## src/rtl/oc8051_alu_unit_if.sv

```systemverilog
// Operand/result bundle between the 8051 decoder/source selector and the ALU.
interface oc8051_alu_unit_if;
    logic [3:0] op_code;
    logic [7:0] src1;
    logic [7:0] src2;
    logic [7:0] src3;
    logic       srcCy;
    logic       srcAc;
    logic       bit_in;
    logic [7:0] des_acc;
    logic [7:0] des1;
    logic [7:0] des2;
    logic [7:0] sub_result;
    logic       desCy;
    logic       desAc;
    logic       desOv;

    modport master (
        output op_code, src1, src2, src3, srcCy, srcAc, bit_in,
        input  des_acc, des1, des2, sub_result, desCy, desAc, desOv
    );
    modport slave (
        input  op_code, src1, src2, src3, srcCy, srcAc, bit_in,
        output des_acc, des1, des2, sub_result, desCy, desAc, desOv
    );
endinterface

```

## src/rtl/oc8051_alu_unit.sv

```systemverilog
// 8051 ALU: combinational arithmetic/logic ops plus 4-cycle iterative MUL/DIV.
module oc8051_alu_unit (
    input logic               clk,
    input logic               rst,
    oc8051_alu_unit_if.slave  alu
);
    localparam logic [3:0] OP_ADD = 4'h1, OP_SUB = 4'h2, OP_MUL = 4'h3, OP_DIV = 4'h4,
                           OP_DA  = 4'h5, OP_NOT = 4'h6, OP_AND = 4'h7, OP_XOR = 4'h8,
                           OP_OR  = 4'h9, OP_RL  = 4'hA, OP_RLC = 4'hB, OP_RR  = 4'hC,
                           OP_RRC = 4'hD, OP_INC = 4'hE, OP_XCH = 4'hF;

    logic [1:0]  cnt_q, cnt_d;
    logic [15:0] mul_q, mul_d;
    logic [7:0]  rem_q, rem_d, quo_q, quo_d;
    logic        muldiv;

    logic [15:0] mul_base, mul_pp;
    logic [1:0]  mul_bits;
    logic [7:0]  div_r, div_q, div_dvd, div_r1;
    logic [8:0]  div_t1, div_t2, div_den;
    logic        div_q1, div_q2;

    logic [4:0]  add_lo, sub_lo;
    logic [7:0]  add_6;
    logic [8:0]  add_f, sub_f, da1, da2;
    logic [15:0] inc_v;

    assign muldiv = (alu.op_code == OP_MUL) || (alu.op_code == OP_DIV);
    assign cnt_d  = muldiv ? cnt_q + 2'd1 : 2'd0;

    // Each cycle folds in two multiplier bits (LSB first) and two dividend bits
    // (MSB first); count 0 ignores stored state so an aborted op leaves no trace.
    always_comb begin
        mul_base = (cnt_q == 2'd0) ? 16'h0 : mul_q;
        mul_bits = alu.src2[{cnt_q, 1'b0} +: 2];
        mul_pp   = ({8'h0, alu.src1} & {16{mul_bits[0]}}) +
                   ({7'h0, alu.src1, 1'b0} & {16{mul_bits[1]}});
        mul_d    = mul_base + (mul_pp << {cnt_q, 1'b0});

        div_r   = (cnt_q == 2'd0) ? 8'h0 : rem_q;
        div_q   = (cnt_q == 2'd0) ? 8'h0 : quo_q;
        div_dvd = alu.src1 << {cnt_q, 1'b0};
        div_den = {1'b0, alu.src2};
        div_t1  = {div_r, div_dvd[7]};
        div_q1  = div_t1 >= div_den;
        div_r1  = div_q1 ? 8'(div_t1 - div_den) : div_t1[7:0];
        div_t2  = {div_r1, div_dvd[6]};
        div_q2  = div_t2 >= div_den;
        rem_d   = div_q2 ? 8'(div_t2 - div_den) : div_t2[7:0];
        quo_d   = {div_q[5:0], div_q1, div_q2};
    end

    always_ff @(posedge clk) begin
        if (rst) begin
            cnt_q <= 2'd0;
            mul_q <= 16'h0;
            rem_q <= 8'h0;
            quo_q <= 8'h0;
        end else begin
            cnt_q <= cnt_d;
            mul_q <= mul_d;
            rem_q <= rem_d;
            quo_q <= quo_d;
        end
    end

    assign add_lo = {1'b0, alu.src1[3:0]} + {1'b0, alu.src2[3:0]} + {4'h0, alu.srcCy};
    assign add_6  = {1'b0, alu.src1[6:0]} + {1'b0, alu.src2[6:0]} + {7'h0, alu.srcCy};
    assign add_f  = {1'b0, alu.src1} + {1'b0, alu.src2} + {8'h0, alu.srcCy};
    assign sub_lo = {1'b0, alu.src1[3:0]} - {1'b0, alu.src2[3:0]} - {4'h0, alu.srcCy};
    assign sub_f  = {1'b0, alu.src1} - {1'b0, alu.src2} - {8'h0, alu.srcCy};
    assign da1    = ((alu.src1[3:0] > 4'd9) || alu.srcAc) ? {1'b0, alu.src1} + 9'h006
                                                          : {1'b0, alu.src1};
    assign da2    = ((da1[7:4] > 4'd9) || alu.srcCy || da1[8]) ? {1'b0, da1[7:0]} + 9'h060
                                                                : {1'b0, da1[7:0]};
    assign inc_v  = {alu.src2, alu.src1} + (alu.srcCy ? 16'hFFFF : 16'h0001);
    assign alu.sub_result = alu.src1 - alu.src2;

    always_comb begin
        alu.des_acc = alu.src1;
        alu.des1    = alu.src1;
        alu.des2    = alu.src2;
        alu.desCy   = alu.srcCy;
        alu.desAc   = alu.srcAc;
        alu.desOv   = 1'b0;
        case (alu.op_code)
            OP_ADD: begin
                alu.des_acc = add_f[7:0];
                alu.desCy   = add_f[8];
                alu.desAc   = add_lo[4];
                alu.desOv   = add_f[8] ^ add_6[7];
                alu.des2    = alu.src3 + {7'h0, add_f[8]};
            end
            OP_SUB: begin
                alu.des_acc = sub_f[7:0];
                alu.desCy   = sub_f[8];
                alu.desAc   = sub_lo[4];
                alu.desOv   = (alu.src1[7] ^ alu.src2[7]) & (sub_f[7] ^ alu.src1[7]);
                alu.des2    = alu.src3 - {7'h0, sub_f[8]};
            end
            OP_MUL: begin
                alu.des_acc = mul_d[7:0];
                alu.des2    = mul_d[15:8];
                alu.desCy   = 1'b0;
                alu.desOv   = |mul_d[15:8];
            end
            OP_DIV: begin
                alu.desCy   = 1'b0;
                alu.desOv   = (alu.src2 == 8'h0);
                alu.des_acc = (alu.src2 == 8'h0) ? 8'hFF : quo_d;
                alu.des2    = (alu.src2 == 8'h0) ? alu.src1 : rem_d;
            end
            OP_DA: begin
                alu.des_acc = da2[7:0];
                alu.desCy   = alu.srcCy | da1[8] | da2[8];
            end
            OP_NOT: begin
                alu.des_acc = ~alu.src1;
                alu.desCy   = ~alu.bit_in;
            end
            OP_AND: begin
                alu.des_acc = alu.src1 & alu.src2;
                alu.desCy   = alu.srcCy & alu.bit_in;
            end
            OP_XOR: begin
                alu.des_acc = alu.src1 ^ alu.src2;
                alu.desCy   = alu.srcCy ^ alu.bit_in;
            end
            OP_OR: begin
                alu.des_acc = alu.src1 | alu.src2;
                alu.desCy   = alu.srcCy | alu.bit_in;
            end
            OP_RL:  alu.des_acc = {alu.src1[6:0], alu.src1[7]};
            OP_RLC: begin
                alu.des_acc = {alu.src1[6:0], alu.srcCy};
                alu.desCy   = alu.src1[7];
            end
            OP_RR:  alu.des_acc = {alu.src1[0], alu.src1[7:1]};
            OP_RRC: begin
                alu.des_acc = {alu.srcCy, alu.src1[7:1]};
                alu.desCy   = alu.src1[0];
            end
            OP_INC: begin
                alu.des_acc = inc_v[7:0];
                alu.des1    = inc_v[7:0];
                alu.des2    = inc_v[15:8];
            end
            OP_XCH: begin
                if (alu.srcCy) begin
                    alu.des_acc = {alu.src1[7:4], alu.src2[3:0]};
                    alu.des1    = {alu.src2[7:4], alu.src1[3:0]};
                end else begin
                    alu.des_acc = alu.src2;
                    alu.des1    = alu.src1;
                end
            end
            default: ;
        endcase
    end
endmodule

```

## src/flat_wrapper.sv

```systemverilog
// flat-port wrapper written by rule: the top's interface ports become plain ports
module oc8051_alu_unit_flat 
  (clk, rst, alu_op_code, alu_src1, alu_src2, alu_src3, alu_srcCy, alu_srcAc, alu_bit_in, alu_des_acc, alu_des1, alu_des2, alu_sub_result, alu_desCy, alu_desAc, alu_desOv);
  oc8051_alu_unit_if alu_i ();
  input logic clk;
  input logic rst;
  input wire logic [$bits(alu_i.op_code)-1:0] alu_op_code;
  input wire logic [$bits(alu_i.src1)-1:0] alu_src1;
  input wire logic [$bits(alu_i.src2)-1:0] alu_src2;
  input wire logic [$bits(alu_i.src3)-1:0] alu_src3;
  input wire logic [$bits(alu_i.srcCy)-1:0] alu_srcCy;
  input wire logic [$bits(alu_i.srcAc)-1:0] alu_srcAc;
  input wire logic [$bits(alu_i.bit_in)-1:0] alu_bit_in;
  output wire logic [$bits(alu_i.des_acc)-1:0] alu_des_acc;
  output wire logic [$bits(alu_i.des1)-1:0] alu_des1;
  output wire logic [$bits(alu_i.des2)-1:0] alu_des2;
  output wire logic [$bits(alu_i.sub_result)-1:0] alu_sub_result;
  output wire logic [$bits(alu_i.desCy)-1:0] alu_desCy;
  output wire logic [$bits(alu_i.desAc)-1:0] alu_desAc;
  output wire logic [$bits(alu_i.desOv)-1:0] alu_desOv;
  assign alu_i.op_code = alu_op_code;
  assign alu_i.src1 = alu_src1;
  assign alu_i.src2 = alu_src2;
  assign alu_i.src3 = alu_src3;
  assign alu_i.srcCy = alu_srcCy;
  assign alu_i.srcAc = alu_srcAc;
  assign alu_i.bit_in = alu_bit_in;
  assign alu_des_acc = alu_i.des_acc;
  assign alu_des1 = alu_i.des1;
  assign alu_des2 = alu_i.des2;
  assign alu_sub_result = alu_i.sub_result;
  assign alu_desCy = alu_i.desCy;
  assign alu_desAc = alu_i.desAc;
  assign alu_desOv = alu_i.desOv;
  oc8051_alu_unit u_core (.clk(clk), .rst(rst), .alu(alu_i));
endmodule
```

## config.mk

```make
export PLATFORM = sky130hd
export DESIGN_NAME = oc8051_alu_unit_flat
export DESIGN_NICKNAME = d
export VERILOG_FILES = /design/src/rtl/oc8051_alu_unit_if.sv /design/src/rtl/oc8051_alu_unit.sv /design/src/flat_wrapper.sv
export SDC_FILE = /design/constraint.sdc
export NUM_CORES = 1
export LEC_CHECK = 0
export ABC_AREA = 1
export CORE_ASPECT_RATIO = 0.9
export CORE_MARGIN = 1.5
export CORE_UTILIZATION = 40
export CTS_CLUSTER_SIZE = 8
export DETAILED_ROUTE_END_ITERATION = 8
export PLACE_DENSITY = 0.64
export RECOVER_POWER = 100
export SETUP_SLACK_MARGIN = 0.1
export SLEW_MARGIN = 20
export SYNTH_ARGS = -nofsm -noshare
export SYNTH_HDL_FRONTEND = slang
export SYNTH_SLANG_ARGS = --single-unit
```

## constraint.sdc

```tcl
create_clock -name clk -period 6.85 [get_ports clk]
set_clock_uncertainty 0.15 [all_clocks]
set_input_delay 1.0275 -clock clk [delete_from_list [all_inputs] [get_ports clk]]
set_output_delay 1.0275 -clock clk [all_outputs]
set_load 0.01 [all_outputs]
```

Yosys cells after proc, flatten, opt, wreduce, memory -nomap -nowiden
Index checks and enable logic that the tools add are counted.
Storage, ports and cells
  output and inout port bits: 35
  input port bits: 33
  word-level logic and storage cells: 91
  bits in registers: 32
Cells by class
  multiplexer cells: 18
  shift-type cells: 3
  $add $sub $neg: 21
  $lt $le $gt $ge: 4
  equal/unequal tests: 15
  reduce and logical (&&, ||, !) cells: 9
  bitwise gates (word level): 17
Operators by type and width (number)
  $pmux 8 s15: 1
  $mux 8: 7
  $add 16x16->16: 3
  $pmux 8 s5: 1
  $eq 4x4->1 const B: 8
  $mux 16: 2
  $sub 8x8->8: 3
  $ge 9x8->1: 2
  $mux 9: 2
  $add 8x1->8: 2
  $and 8x16->16: 1
  $and 9x16->16: 1
  $eq 4x3->1 const B: 4
  $pmux 8 s2: 1
  $shl 16x3->16: 1
  $pmux 1 s10: 1
  $add 8x3->9 const B: 1
  $add 8x7->9 const B: 1
  $add 8x8->9: 1
  $add 9x1->9: 1
  $sub 8x8->9: 1
  $sub 9x1->9: 1
  $add 7x7->8: 1
  $and 8x8->8: 1
  26 further kinds: 39

Logic depth before layout (Yosys ltp)
Gate-level depths: netlist of the first run.
  depth after elaboration: 9
  depth in mapped cells: 33
  mapped depth without buffers: 30

Worst setup path before layout of the first run
Ideal clock, no wire load.
  path type: input port to output port
  from: input port alu_srcCy
  to: output port alu_des2[6]
  stages on the path: 26
  arrival: 4834 ps
  buffers on the path: 2
  slack: 839 ps
  data required time: 5673 ps
  cells stage by stage: clkbuf_1 inv_1 clkbuf_1 fa_1 fa_1 or2_2 a21oi_1 inv_1 nand2_1 a21oi_1 nor2_1 nand2_1 nand2_1 ha_1 inv_1 fa_1 nand2_1 nand2_1 a21oi_1 or2_2 nand2_1 a21o_1 o21ai_0 nand2_1 nor2_1 nand2_1
On the way
  longest elaborated chain between the ends: 3
  elaborated cells on any way between the ends: 7
  classes of those cells: add/sub (5); mux (2)
Ends and longest elaborated chain
  from (decl): line flat_wrapper.sv:11  | input wire logic [$bits(alu_i.srcCy)-1:0] alu_srcCy;
  $sub 9x1->9 (tied with other cells): line oc8051_alu_unit.sv:71  | assign sub_f = {1'b0, alu.src1} - {1'b0, alu.src2} - {8'h0, alu.srcCy};
  $sub 8x1->8 (tied with other cells): line oc8051_alu_unit.sv:99  | alu.des2 = alu.src3 - {7'h0, sub_f[8]};
  $pmux 8 s5 (*): line oc8051_alu_unit.sv:86  | case (alu.op_code)
  to (decl): line flat_wrapper.sv:16  | output wire logic [$bits(alu_i.des2)-1:0] alu_des2;
Mark *: on every way between the ends. The rest lies on a longest branch, timed or not.

Worst setup path in the final report of the first run
  from: input port alu_src2[0]
  to: output port alu_des_acc[5]
On the way
  longest elaborated chain between the ends: 6
  elaborated cells on any way between the ends: 12
  classes of those cells: add/sub (6); shift (2); mux (2); bitwise (1); reduce/logical (1)
Ends and longest elaborated chain
  from (decl): line flat_wrapper.sv:9  | input wire logic [$bits(alu_i.src2)-1:0] alu_src2;
  $shiftx 8x4->2: line oc8051_alu_unit.sv:35  | mul_bits = alu.src2[{cnt_q, 1'b0} +: 2];
  $and 8x16->16: line oc8051_alu_unit.sv:36  | mul_pp = ({8'h0, alu.src1} & {16{mul_bits[0]}}) +
  $add 16x16->16: line oc8051_alu_unit.sv:36
  $shl 16x3->16: line oc8051_alu_unit.sv:38  | mul_d = mul_base + (mul_pp << {cnt_q, 1'b0});
  $add 16x16->16: line oc8051_alu_unit.sv:38
  $pmux 8 s15 (*): line oc8051_alu_unit.sv:86
  to (decl): line flat_wrapper.sv:14  | output wire logic [$bits(alu_i.des_acc)-1:0] alu_des_acc;
Marks and branches as above.

==> results.txt, run 1 <==
* Number of inserted diodes: 0
- In the final design database the tool counted around 1600 nets.
* Clock-pin transition on the worst setup and hold timing paths: roughly 60 ps
* Drt wl/cell: 18.6 um
- The cell area that synthesis handed to floorplanning was around 7400 um2.
- Number of cell instances on the worst register-to-register path: 27
- In this run the core area contains 46 standard-cell rows.
- FF-to-FF setup slack: 1770 ps
- YS warnings: 0
- Power comes to between 1000 and 1500 uW.
- The HPWL after detailed placement is ~25000 um.
* Terminating pin of the worst hold path: u_core.quo_q[4]$_SDFF_PP0_
- Reg-to-reg startpoint: u_core.cnt_q[0]$_SDFF_PP0_
- The initial utilization of the core area, before any placement, comes to 41.3%.
- In this run the tightest slew margin relative to its limit is 1.47%.
* Post-Synthesis Net Count: ~1400
* CP required: 5670 ps
- Synthesized instance count: 1232
* Count of boundary I/O pins: 68
- Longest Clk Path Bufs: 2
- TritonCTS built the clock tree.
* Die Outline Area: just under 20000 um2
* Type of the most critical hold path: reg2reg
* Maximum resistive drop on vdd: 0.0966 mV
* Syn avg cell area: 5.99 um2
* CTS root buffer: sky130_fd_sc_hd__clkbuf_16
- The finished cells cover around 9500 um2.
* Cell Pwr Density: 116 nW/um2
- Placed cell count: 1642
* Setup repair after global routing missed its margin: true
- In the routed design, unresolved DRC markers number 0.
- Leaving out fill and tap cells, the most frequent cells in the layout are sky130_fd_sc_hd__nand2_1, sky130_fd_sc_hd__inv_1, sky130_fd_sc_hd__nor2_1, sky130_fd_sc_hd__buf_4, sky130_fd_sc_hd__ha_1.
* Pin count of the biggest net entering global routing: 31
* All-Layer GR Usage: 31.2%
* Number of standard cells in the layout, taps in and fillers out: 1657
* Cell leakage power: 0.00486 uW
* Worst hold path startpoint: u_core.quo_q[2]$_SDFF_PP0_
* Final worst path period share: 96.9%
- After the first detailed-routing iteration, the DRC count stood at approximately 760.
* Final-report setup violation count: 0
- The first global-routing pass estimated 46800 um of wire.
* Highest achievable clock rate: 0.151 GHz
* Transition time of the tightest slew-check pin: 1480 ps
- Final hold violation count: 0
- For this run, asynchronously set or reset flops after synthesis account for 0%.
- CP arrival: 5460 ps
- Post-synth cell types: 57
- Global route overflow: 0
- The flow ran to the end, and the final reports show no timing, DRC or antenna violations.
- Number of flops mapped to enable cells by yosys: 0
* H-tree Lvls: 2
* Quantity of I/O buffers inserted on ports: 67
* Count of max-cap constraint violations: 0
- Post-layout min period: 6640 ps
* Final core occ: 53.4%
- The total count of max-transition violations in the final report is 0.
- In this run the worst path has a maximum fanout of 4.
* Clock latency on the worst-skew pair: between 200 and 300 ps
- Sequential fraction of the synthesis area: 8.69%
- Global placement routability congestion: 1.06
* Critical path launch point type: primary input
- Summing all placed instances gives a cell area of between 9000 and 10000 um2.
- Ratio of routed vias to standard cells: between 5 and 6
- Via count: ~9100
- Reg-to-Reg End: u_core.rem_q[0]$_SDFF_PP0_
* Die outline width: 146 um
- In this run the vertical extent of the chip is 132 um.
- Total wirelength of the detailed-routed design: 30800 um
- STA classifies the critical path endpoint as a primary output.
* Number of nets still failing antenna checks after routing: 0
- The worst hold path passes through 2 cells.
- The first detailed-routing pass took 5 iterations.
- The setup path with the least slack is of type in2out.
- The synthesized design contains 32 register bits.
* Number of buffers inserted for hold repair after clock tree synthesis: 0
- The number of antenna violations at the first check in global routing was 0.
* Share of post-route cells with drive strength above 1: 16.4%
* Area growth syn-to-layout: 29.2%
- Leaving out fill and tap cells, the most frequent cell in the layout is sky130_fd_sc_hd__nand2_1.
- Area inside the core boundary: 17800 um2
- Counting every sink on the clock net gives 32.
- Dominant synthesized flop cell: sky130_fd_sc_hd__dfxtp_1
- Vias in the first global route: 8417
- Counting the buffers created by CTS gives 5.
[per-layer routing]
layer | up-vias | share of wire (%) | track usage [%]
met5 | - | 0 | 0
li1 | 4472 | - | -
met1 | 4089 | 44 | 43.0
met2 | 435 | 41 | 47.2
met4 | 0 | 3.6 | 10.2
met3 | 85 | 10 | 7.99
[flip-flops by register name, summed over array words and instances, names as in the netlist]
signal        flops
u_core.rem_q      8
u_core.mul_q     16
u_core.cnt_q      2
u_core.quo_q      6
[repair_timing]
item | in CTS | in global routing
setup endpoints to repair | 15 | 15
buffers inserted | 1 | 6
pin swaps | 4 | 10
gates resized for setup | 26 | 52
[how the worst max path moves through the flow]
stage,startpoint,to,slack (ps)
6_report,alu_src2[0],alu_des_acc[5],210
5_1_grt,alu_src2[4],alu_des2[3],20
4_1_cts,alu_src2[5],alu_des2[5],70
3_5_place_dp,alu_src2[4],alu_des2[5],-350
3_3_place_gp,alu_src2[4],alu_des2[5],-300
2_1_floorplan,alu_srcCy,alu_des2[6],840
[worst max-delay path, stage by stage]
cell                              delay, ps
sky130_fd_sc_hd__clkdlybuf4s50_1        490
sky130_fd_sc_hd__inv_1                   60
sky130_fd_sc_hd__o21ai_0                280
sky130_fd_sc_hd__nand2_2                150
sky130_fd_sc_hd__nor2_1                 120
sky130_fd_sc_hd__ha_1                   170
sky130_fd_sc_hd__inv_1                   50
sky130_fd_sc_hd__fa_1                   480
sky130_fd_sc_hd__o22ai_1                280
sky130_fd_sc_hd__inv_1                   70
sky130_fd_sc_hd__nor2_1                 100
sky130_fd_sc_hd__ha_1                   280
sky130_fd_sc_hd__a21oi_1                140
sky130_fd_sc_hd__nand2_1                140
sky130_fd_sc_hd__clkbuf_1               150
sky130_fd_sc_hd__nand2_1                 60
sky130_fd_sc_hd__o2bb2ai_1              120
sky130_fd_sc_hd__xor2_1                 230
sky130_fd_sc_hd__nand2_1                140
sky130_fd_sc_hd__nand3b_1               180
sky130_fd_sc_hd__nor2_1                  60
sky130_fd_sc_hd__a21oi_1                120
sky130_fd_sc_hd__clkdlybuf4s50_1        560
[layout make-up]
cell class	count	area, um2
Clock inverter	3	23.8
Inverter	181	692
Clock buffer	5	125
Multi-Input combinational cell	996	6090
Tap cell	240	300
Fill cell	1896	8310
Timing Repair Buffer	200	1660
Sequential cell	32	641
[Yosys cell counts (all sizes together) (4+ instances only)]
cell type  number  area share, %
nand3          84            6.3
or2            10           0.85
nor4            4           0.34
xnor2          10            1.2
nand4          20            1.8
nand3b          7           0.71
clkbuf         16           0.83
a21oi          95            6.5
dfxtp          32            8.7
o211ai          6           0.61
o21a            4           0.41
ha            101             17
nor2          149            8.0
fa             11            3.0
xor2           30            3.7
nand2         293             16
o21bai          5           0.51
clkinv          6           0.31
o21ai          92            6.4
o221ai          7           0.83
nor3           14            1.1
o2111ai        10            1.2
a211oi          4           0.41
buf             7           0.71
inv           175            9.0
a31oi           6           0.51
a21o            5           0.51
o22ai          10           0.85
[through the flow]
stage | TNS (ps) | setup WS (ps) | hold WS (ps)
after floorplan | 0 | 839 | 269
final | 0 | 215 | 296
after detailed placement | -2950 | -347 | 290
after global routing | 0 | 15.4 | 326
after global placement | -2520 | -301 | 282
after CTS | 0 | 69.1 | 298
[logic make-up after synthesis]
kind of cell / synth area share, %
AO/OA/AOI/OAI: 20.6
XOR/XNOR: 4.85
adder cells (fa/ha/maj): 20.1
buffers and inverters: 10.8
flip-flops: 8.69
AND/OR/NAND/NOR: 34.9
[where the power goes]
| part | total, uW | internal [uW] | switching [uW] |
|---|---|---|---|
| Combinational | 674 | 279 | 395 |
| Clock | 235 | 135 | 99.4 |
| Sequential | 199 | 195 | 3.58 |
| Total | 1110 | 610 | 498 |
Power figures use the tool's default switching activity.
==> run 2, diff against run 1 <==
Settings changed: CTS_BUF_LIST set to sky130_fd_sc_hd__clkbuf_8.
==> run 2 against run 1 <==
Sequential share of layout area about the same. Critical endpoint unchanged. Critical path type unchanged. Worst setup slack worse by 1.6 ps. Largest cell class unchanged. Fmax barely moved.
==> results.txt, run 2 (same netlist as run 1, synthesis figures left out) <==
* Status: completed
- Clock latency on the worst-skew pair: 300 ps (about the same)
* First-pass iteration count of the detailed router: 6 (+1)
- Clock tree from TritonCTS: built
- The aggregate global-route resource usage is 31.2% (about the same).
* Total wirelength of the detailed-routed design: 30700 um (-0.34%)
- Final-report setup violation count: 0 (unchanged)
- CP arrival: 5460 ps (about the same)
* Inserted Clock Buffers: 5 (unchanged)
* Highest achievable clock rate: 0.151 GHz (about the same)
- The pin slew with the least headroom to its limit came to 1330 ps (-149 ps).
- Critical path class: in2out
- TritonCTS sink count: 32 (unchanged)
- The global routing stage identified its most utilized layer as met2.
- Setup tns final: 0 ps (unchanged)
- The total count of max-transition violations in the final report is 0 (unchanged).
- Met1 Track Usage GR: 43.0% (unchanged)
- The tree is rooted in a sky130_fd_sc_hd__clkbuf_8.
- Area inside the core boundary: 17800 um2 (unchanged)
- The post-route core utilization is 53.1% (-0.29 points).
- Count of boundary I/O pins: 68 (unchanged)
- The power per unit of standard cell area came to 109 nW/um2 (-6.2%).
* Global Route met3 Usage: 8.13% (+0.14 points)
- Final worst path period share: 96.9% (about the same)
- Die Outline Area: 19300 um2 (unchanged)
- Relative to the synthesized area, the layout overhead comes to 28.5%.
* Drt wl/cell: 18.5 um (-0.34%)
- The x dimension of the die came to 146 um (unchanged).
- Cell leakage power: 0.00484 uW (-0.45%)
- Minimum hold slack: 299 ps (+2.13 ps)
- Maximum fanout along the worst path: 4 (unchanged)
- Post-route DRC violation count: 0 (unchanged)
* Share of post-route cells with drive strength above 1: 16.5% (+0.071 points)
- Slack of the critical path: 213 ps (-1.58 ps)
- The number of cell rows is 46 (unchanged).
- Setup repair after global routing missed its margin: true
- Biggest regs: u_core.mul_q: 16 flops, u_core.rem_q: 8 flops, u_core.quo_q: 6 flops
* Pin count of the biggest net entering global routing: 31 (unchanged)
- CP required: 5670 ps (about the same)
- Placement Setup Slack: -347 ps (unchanged)
* Die Y-Extent: 132 um (unchanged)
* Final hold violation count: 0 (unchanged)
* Global placement routability congestion: 1.06 (unchanged)
* Count of max-cap constraint violations: 0 (unchanged)
* Critical path launch point type: primary input
* Number of nets still failing antenna checks after routing: 0 (unchanged)
* Highest-count cells in the layout ignoring fill and taps: sky130_fd_sc_hd__nand2_1, sky130_fd_sc_hd__inv_1, sky130_fd_sc_hd__nor2_1, sky130_fd_sc_hd__buf_4, sky130_fd_sc_hd__ha_1
- Via count: 9049 (-0.35%)
- Global route overflow: 0 (unchanged)
- The global-route track usage on met2 was 47.3% (+0.13 points).
- The total of buffers placed on input and output ports came to 67 (unchanged).
- Vias in the first global route: 8426 (+0.11%)
- Clock-pin transition on the worst setup and hold timing paths: 90 ps (+30 ps)
- Number of DRC violations after detailed-routing iteration 0: 736 (-2.8%)
- Starting density of the core: 41.3% (unchanged)
* H-tree Lvls: 2 (unchanged)
* Number of buffers inserted for hold repair after clock tree synthesis: 0 (unchanged)
- Ratio of routed vias to standard cells: 5.46 (-0.35%)
- The antenna diode count came to 0 (unchanged).
* Maximum resistive drop on vdd: 0.0667 mV (-31%)
* Relative slew slack: 11.4% (+9.9 points)
* Commonest non-fill, non-tap cell in the layout: sky130_fd_sc_hd__nand2_1
* Critical Path Sink Type: primary output
* Longest Clk Path Bufs: 2 (unchanged)
- Post-layout min period: 6640 ps (+1.58 ps)
- The number of nets in the layout is 1561 (unchanged).
- The flip-flop count of the largest register, all copies and words added is 16 (unchanged).
- HPWL after DPL: 25000 um (unchanged)
- Antenna violations before repair: 0 (unchanged)
- u_core.mul_q holds more flip-flops than any other register.
- The global-route wire length before repair came to 46800 um (about the same).
- Number of standard cells in the layout, taps in and fillers out: 1657 (unchanged)
- Type of the most critical hold path: reg2reg
- The number of cells in the design after placement was 1642 (unchanged).
run 2: changes by cell type in the layout (fill, tap and decap cells not counted), sizes merged:
cell / delta
buf: +1
clkbuf: -1
run 2: area by class of cell:
type	count	area [um2]
fill	1902	8370
sequential	32	641
multi-input combinational	996	6090
tap	240	300
timing repair buffer	200	1660
inverter	181	692
clock inverter	3	23.8
clock buffer	5	68.8
run 2: layer usage:
layer  share of wire, %  wire length (um)
met4                3.4              1040
met1                 44             13600
met2                 42             12800
met3                 11              3230
met5                  0                 0
run 2: timing repair:
item	CTS	global route
pin swaps	4	10
setup endpoints to repair	15	15
hold endpoints to repair	0	0
buffers inserted	1	6
resized for setup	26	52
run 2: final timing paths:
path | startpoint | cells past startpoint | slack [ps] | endpoint
setup / recovery | alu_src2[4] | 24 | 210 | alu_des_acc[5]
hold / removal | u_core.quo_q[0]$_SDFF_PP0_ | 2 | 300 | u_core.quo_q[2]$_SDFF_PP0_
setup reg to reg | u_core.cnt_q[0]$_SDFF_PP0_ | 27 | 1870 | u_core.rem_q[0]$_SDFF_PP0_
hold reg to reg | u_core.quo_q[0]$_SDFF_PP0_ | 2 | 300 | u_core.quo_q[2]$_SDFF_PP0_
run 2: worst max-delay path: stages:
cell and delay [ps]:
sky130_fd_sc_hd__clkdlybuf4s50_1 480, sky130_fd_sc_hd__inv_1 80, sky130_fd_sc_hd__o21ai_4 170, sky130_fd_sc_hd__clkbuf_4 170, sky130_fd_sc_hd__nand2_2 80, sky130_fd_sc_hd__nor2_1 120, sky130_fd_sc_hd__ha_1 170, sky130_fd_sc_hd__inv_1 50
sky130_fd_sc_hd__fa_1 480, sky130_fd_sc_hd__o22ai_1 280, sky130_fd_sc_hd__inv_1 70, sky130_fd_sc_hd__nor2_1 100, sky130_fd_sc_hd__ha_1 280, sky130_fd_sc_hd__a21oi_1 140, sky130_fd_sc_hd__nand2_1 140, sky130_fd_sc_hd__clkbuf_1 150
sky130_fd_sc_hd__nand2_1 60, sky130_fd_sc_hd__o2bb2ai_1 120, sky130_fd_sc_hd__xor2_1 230, sky130_fd_sc_hd__nand2_1 150, sky130_fd_sc_hd__nand3b_1 180, sky130_fd_sc_hd__nor2_1 60, sky130_fd_sc_hd__a21oi_1 120, sky130_fd_sc_hd__clkdlybuf4s50_1 560
run 2: report_power, final:
part / leakage (uW) / internal, uW / switching, uW
clock: 0.0000404 / 72.1 / 89.5
combinational: 0.00454 / 280 / 394
sequential: 0.000261 / 195 / 3.54
run 2: through the flow:
step | cell area (um2) | total power [uW]
floorplan | 7380 | 573
global placement | 9180 | 854
detailed placement | 9180 | 857
CTS | 9340 | 1030
global route | 9480 | 1110
finish | 9480 | 1030
